## src/rtl/in_port_arbiter.sv

```systemverilog
// in_port_arbiter: round-robin scheduler that shares the single cache write
// path among all input modules. A granted port keeps the grant for its whole
// packet, and its beats, destination and source index are forwarded on one
// registered bus.
// Optional feature: define ARB_TIMEOUT_EN to enable the grant watchdog. When
// enabled, a port that is granted but stays silent for TIMEOUT cycles loses its
// grant, and timeout_err pulses for one cycle.
module in_port_arbiter #(
  parameter int PORT_NUM   = 16,
  parameter int DATA_WIDTH = 32,
  parameter int WIDTH_SEL  = $clog2(PORT_NUM),
  parameter int TIMEOUT    = 1024
) (
  input  logic                            clk,
  input  logic                            rst_n,
  input  logic [PORT_NUM-1:0]             req,
  input  logic [PORT_NUM-1:0]             in_vld,
  input  logic [PORT_NUM-1:0]             in_eop,
  input  logic [PORT_NUM*DATA_WIDTH-1:0]  in_data,
  input  logic [PORT_NUM*WIDTH_SEL-1:0]   in_rx,
  input  logic                            cache_full,
  output logic [PORT_NUM-1:0]             gnt,
  output logic                            full_out,
  output logic                            out_vld,
  output logic                            out_sop,
  output logic                            out_eop,
  output logic [DATA_WIDTH-1:0]           out_data,
  output logic [WIDTH_SEL-1:0]            out_rx,
  output logic [WIDTH_SEL-1:0]            out_tx,
  output logic                            timeout_err
);

  typedef enum logic [1:0] {IDLE, GRANT, XFER} state_e;

  state_e                  state_q, state_d;
  logic [WIDTH_SEL-1:0]    rrPtr_q, rrPtr_d;
  logic [WIDTH_SEL-1:0]    cur_q, cur_d;
  logic [PORT_NUM-1:0]     gnt_q, gnt_d;
  logic                    outVld_q, outVld_d;
  logic                    outSop_q, outSop_d;
  logic                    outEop_q, outEop_d;
  logic [DATA_WIDTH-1:0]   outData_q, outData_d;
  logic [WIDTH_SEL-1:0]    outRx_q, outRx_d;
  logic [WIDTH_SEL-1:0]    outTx_q, outTx_d;
  logic                    timeoutErr_d;

  logic                    winnerValid;
  logic [WIDTH_SEL-1:0]    winner;
  logic                    curVld;
  logic                    curEop;
  logic [DATA_WIDTH-1:0]   curData;
  logic [WIDTH_SEL-1:0]    curRx;
  logic [WIDTH_SEL-1:0]    nextPtr;
  logic                    startGrant;
  logic                    timeoutHit;

  assign curVld     = in_vld[cur_q];
  assign curEop     = in_eop[cur_q];
  assign curData    = in_data[cur_q*DATA_WIDTH +: DATA_WIDTH];
  assign curRx      = in_rx[cur_q*WIDTH_SEL +: WIDTH_SEL];
  assign nextPtr    = (cur_q == WIDTH_SEL'(PORT_NUM-1)) ? '0 : cur_q + 1'b1;
  assign startGrant = (|req) && !cache_full;
  assign full_out   = cache_full;

  // Pick the first requesting port at or above rrPtr, wrapping back to port 0.
  always_comb begin
    int idx;
    winnerValid = 1'b0;
    winner      = '0;
    idx         = 0;
    for (int k = 0; k < PORT_NUM; k++) begin
      idx = int'(rrPtr_q) + k;
      if (idx >= PORT_NUM) idx = idx - PORT_NUM;
      if (!winnerValid && req[idx]) begin
        winnerValid = 1'b1;
        winner      = WIDTH_SEL'(idx);
      end
    end
  end

`ifdef ARB_TIMEOUT_EN
  localparam int TW = $clog2(TIMEOUT+1);
  logic [TW-1:0] timer_q;
  logic          timeoutErr_q;

  assign timeoutHit  = (state_q != IDLE) && !curVld && (timer_q == TW'(TIMEOUT-1));
  assign timeout_err = timeoutErr_q;

  // Watchdog counts silent cycles while a grant is held, cleared by every beat.
  always_ff @(posedge clk or negedge rst_n) begin
    if (!rst_n) begin
      timer_q      <= '0;
      timeoutErr_q <= 1'b0;
    end else begin
      timeoutErr_q <= timeoutErr_d;
      if (state_q == IDLE || curVld) timer_q <= '0;
      else                           timer_q <= timer_q + 1'b1;
    end
  end
`else
  assign timeoutHit  = 1'b0;
  assign timeout_err = 1'b0;
`endif

  // State register.
  always_ff @(posedge clk or negedge rst_n) begin
    if (!rst_n) state_q <= IDLE;
    else        state_q <= state_d;
  end

  // Next-state logic: hold the grant until the eop beat (or a watchdog revoke).
  always_comb begin
    state_d = state_q;
    case (state_q)
      IDLE:  if (startGrant) state_d = GRANT;
      GRANT: begin
        if (curVld)          state_d = curEop ? IDLE : XFER;
        else if (timeoutHit) state_d = IDLE;
      end
      XFER: begin
        if (curVld && curEop) state_d = IDLE;
        else if (timeoutHit)  state_d = IDLE;
      end
      default: state_d = IDLE;
    endcase
  end

  // Output/datapath next values: grant vector, pointers and the forwarded beat.
  always_comb begin
    gnt_d        = gnt_q;
    cur_d        = cur_q;
    rrPtr_d      = rrPtr_q;
    outVld_d     = 1'b0;
    outSop_d     = 1'b0;
    outEop_d     = 1'b0;
    outData_d    = outData_q;
    outRx_d      = outRx_q;
    outTx_d      = outTx_q;
    timeoutErr_d = 1'b0;
    case (state_q)
      IDLE: begin
        gnt_d = '0;
        if (startGrant && winnerValid) begin
          gnt_d[winner] = 1'b1;
          cur_d         = winner;
        end
      end
      GRANT, XFER: begin
        if (curVld) begin
          outVld_d  = 1'b1;
          outSop_d  = (state_q == GRANT);
          outEop_d  = curEop;
          outData_d = curData;
          if (state_q == GRANT) begin
            outRx_d = curRx;
            outTx_d = cur_q;
          end
          if (curEop) begin
            gnt_d   = '0;
            rrPtr_d = nextPtr;
          end
        end else if (timeoutHit) begin
          gnt_d        = '0;
          rrPtr_d      = nextPtr;
          timeoutErr_d = 1'b1;
        end
      end
      default: gnt_d = '0;
    endcase
  end

  // Datapath registers; reset drops any packet in flight without an eop.
  always_ff @(posedge clk or negedge rst_n) begin
    if (!rst_n) begin
      rrPtr_q   <= '0;
      cur_q     <= '0;
      gnt_q     <= '0;
      outVld_q  <= 1'b0;
      outSop_q  <= 1'b0;
      outEop_q  <= 1'b0;
      outData_q <= '0;
      outRx_q   <= '0;
      outTx_q   <= '0;
    end else begin
      rrPtr_q   <= rrPtr_d;
      cur_q     <= cur_d;
      gnt_q     <= gnt_d;
      outVld_q  <= outVld_d;
      outSop_q  <= outSop_d;
      outEop_q  <= outEop_d;
      outData_q <= outData_d;
      outRx_q   <= outRx_d;
      outTx_q   <= outTx_d;
    end
  end

  assign gnt      = gnt_q;
  assign out_vld  = outVld_q;
  assign out_sop  = outSop_q;
  assign out_eop  = outEop_q;
  assign out_data = outData_q;
  assign out_rx   = outRx_q;
  assign out_tx   = outTx_q;

endmodule

```

## config.mk

```make
export PLATFORM = sky130hd
export DESIGN_NAME = in_port_arbiter
export DESIGN_NICKNAME = d
export VERILOG_FILES = /design/src/rtl/in_port_arbiter.sv
export SDC_FILE = /design/constraint.sdc
export NUM_CORES = 1
export LEC_CHECK = 0
export ABC_AREA = 1
export CORE_AREA = 2 2 265 267
export CTS_CLUSTER_SIZE = 10
export DETAILED_ROUTE_END_ITERATION = 16
export DIE_AREA = 0 0 267 269
export GPL_TIMING_DRIVEN = 0
export HOLD_SLACK_MARGIN = 0.12
export PLACE_DENSITY = 0.5
export SLEW_MARGIN = 30
export SYNTH_ARGS = -nofsm -noshare
export SYNTH_HDL_FRONTEND = slang
export SYNTH_SLANG_ARGS = --single-unit
```

## constraint.sdc

```tcl
create_clock -name clk -period 8.8 [get_ports clk]
set_input_delay 1.32 -clock clk [delete_from_list [all_inputs] [get_ports clk]]
set_output_delay 1.32 -clock clk [all_outputs]
set_load 0.01 [all_outputs]
```

==> results.sh <==
export IMPL_status="complete, no violations"
export IMPL_die_x_um=267
export IMPL_finish_instance_area_um2=18200
export IMPL_firstDrtPassIters=5
export IMPL_post_cts_setup_buffer_count=0
export IMPL_post_place_ws_ps=4080
export IMPL_initial_core_util_pct=14.1
export IMPL_power_density_nw_per_um2=371
export IMPL_ir_drop_mv=0.157
export IMPL_via_count=16000
export IMPL_hold_viol=0
export IMPL_netlist_instances=1685
export IMPL_grt_usage_pct=24.3
export IMPL_synth_nets=2323
export IMPL_placementRows=97
export IMPL_grt_first_pass_wirelength_um=121000
export IMPL_wl_um=91000
export IMPL_cts_root_buf="clkbuf_16"
export IMPL_cts_hold_buf=0
export IMPL_ant_nets=0
export IMPL_period_needed_ps=4460
export IMPL_yosysSeqAreaShare_pct=17.6
export IMPL_ctsResizeCount=0
export IMPL_ys_ff_latch=69
export IMPL_synth_cell_types=44
export IMPL_dp_cells=3313
export IMPL_required_ps=9100
export IMPL_critPathArrivalTime_ps=4770
export IMPL_worstPathMaxFanout=13
export IMPL_cts_inserted_buffers=9
export IMPL_place_congestion=0.947
export IMPL_chipHeight_um=269
export IMPL_post_dp_cell_area_um2=17900
export IMPL_setup_viol=0
export IMPL_rrSetupSlack_ps=4340
export IMPL_fin_crit_sh_pct=50.7
export IMPL_async_flop_share_pct=100
export IMPL_hold_path_class="register to register"
export IMPL_finish_utilization_pct=26.3
export IMPL_report_final_slew_viol_count=0
export IMPL_synth_edf_count=0
export IMPL_drc=0
export IMPL_p_leak_nw=6.86
export IMPL_min_path_cells=2
export IMPL_holdCritStartpoint="gnt[7]"
export IMPL_routedWlPerCell_um=27.3
export IMPL_cts_tree="yes"
export IMPL_synthesis_area_um2=9790
export IMPL_end_kind="register"
export IMPL_worstMarginPinSlew_ps=962
export IMPL_clkTransAtPathRegs_ps=70
export IMPL_grt_pass1_vias=15900
export IMPL_seqCellArea_um2=1730
export IMPL_core_area_um2=69300
export IMPL_cts_max_level=3
export IMPL_crit_start="rrPtr_q[1]"
export IMPL_grt_max_degree=50
export IMPL_antenna_found_initial=28
export IMPL_insertion_delay_ps=380
export IMPL_yosys_warnings=0
export IMPL_fillers=7914
export IMPL_viasPerCell=4.78
export IMPL_reg2reg_to="gnt[2]"
export IMPL_ys_flop_type="dfrtp_1"
export IMPL_stdcell_count=3340
export IMPL_grt_ovfl_total=0
export IMPL_finalSetupTns_ps=0
export IMPL_max_slew_margin_pct=35.9
export IMPL_p_sw_share_pct=65.0
export IMPL_p_seq_share_pct=8.2
export IMPL_critPathLaunchType="register"
export IMPL_hpwlAfterDp_um=75700
export IMPL_skew_ps=12.5
export IMPL_multi_input_area_um2=7210
export IMPL_max_freq_mhz=224
export IMPL_critPathKind="register to register"
export IMPL_reg2reg_depth=20
export IMPL_numPortBuffers=686
export IMPL_hold_path_end="gnt[7]"
export IMPL_power_frac_clock_pct=5.8
export IMPL_comb_power_share_pct=86.0
export IMPL_clk_path_buf_depth=2
export IMPL_detail_route_iter0_violations=1191
export IMPL_internal_power_mw=2.37
export IMPL_avgSynthCellArea_um2=5.81
export IMPL_drive_above_1_share_pct=3.81
export IMPL_rsz0062_at_grt="false"
export IMPL_switchingPower_mw=4.40
export IMPL_area_delta_synth_final_pct=86.2
export IMPL_r2r_start="rrPtr_q[1]"
export IMPL_nets=3022
export IMPL_drv_cap=0
export IMPL_numClockSinks=69
export IMPL_die_area_um2=71800
export IMPL_setup_slack_ps=4340
export IMPL_num_io_pins=688
cell families after synthesis:
logic type / count (synthesis) / share of synthesized area (%)
and+or+nand+nor: 812 / 36.0
buffers and inverters: 213 / 8.68
adders and majority gates: 11 / 1.41
xor gates and xnor gates: 7 / 0.626
other: 1 / 0.0383
DFF: 69 / 17.6
AOI/OAI and AO/OA: 572 / 35.6
cell usage in the layout (no fill, tap or decap), drive strengths merged, types with 25 or more instances in the layout:
cell type / instances
clkdlybuf4s50: 685
dfrtp: 69
nand4: 25
inv: 64
o22ai: 47
nand2: 212
o21ai: 336
a31oi: 33
nand3: 152
buf: 25
nor2: 414
clkbuf: 137
o211ai: 38
o221ai: 105
stage by stage:
step	power, mW	hold WS (ps)
global route	7.32	504
finish	6.77	479
global placement	6.39	464
floorplan	3.71	515
CTS	6.82	485
detailed placement	6.39	468
synthesized netlist by cell type, drive strengths merged, types with 22 or more instances:
cell type,n,area share (%)
nand4,25,2.0
o221ai,105,9.4
dfrtp,69,18
clkbuf,127,4.9
inv,61,2.3
o22ai,47,3.0
o211ai,38,2.9
nand3,152,8.0
o21ai,336,17
nor2,414,17
a31oi,33,2.1
nand2,212,8.7
buf,22,1.4
sequential cells by signal (all words and copies together), names as in the netlist:
name / flops
cur_q: 4
gnt: 16
out_data: 32
out_eop: 1
out_rx: 4
out_sop: 1
out_tx: 4
out_vld: 1
rrPtr_q: 4
state_q: 2
cell type report:
cell class | instances | area share, %
Antenna cell | 11 | 0.151
Multi-Input combinational cell | 1403 | 39.6
Clock inverter | 6 | 0.295
Inverter | 64 | 1.32
Sequential cell | 69 | 9.47
Timing Repair Buffer | 688 | 38.0
Clock buffer | 10 | 1.31
Buffer | 149 | 3.45
Tap cell | 940 | 6.45
layer usage:
metal,part of all wire (%),routed length [um],vias up,track usage [%]
li1,-,-,7427,-
met1,41,37100,7682,29.3
met2,49,44600,733,43.0
met3,7.2,6580,101,5.45
met4,2.8,2580,18,7.42
met5,0.14,124,-,0
power by group through the flow:
stage                     Combinational, mW  Sequential (mW)  Clock (mW)
after floorplan                        3.12            0.595           0
after global placement                 5.84            0.554           0
after detailed placement               5.83            0.561           0
after CTS                              5.85            0.556       0.409
after global routing                   6.33            0.574       0.417
final                                  5.82            0.556       0.390
worst max-delay path by stage:
stage | end | slack (ps) | cells after the start
after global placement | out_data[2] | 3190 | 1
after global routing | gnt[0] | 4040 | 22
after detailed placement | gnt[1] | 4080 | 19
after CTS | out_data[15] | 4410 | 10
final | gnt[2] | 4340 | 20
after floorplan | gnt[3] | 5390 | 19
worst max-delay path: stages, from the launching register on:
cell	delay, ps
dfrtp_1	500
inv_1	210
buf_2	370
ha_1	390
inv_1	280
nand3_1	130
nand2_1	90
inv_1	70
o21ai_0	630
inv_1	230
nand3_1	270
nor2_1	70
nor2_1	110
nand2_1	50
nor2_1	80
nand3_1	80
nor2_1	110
nand4_2	220
nor2_1	300
nand3_1	120
nand2_1	80
Note: power is estimated with default switching activity, not from simulation.
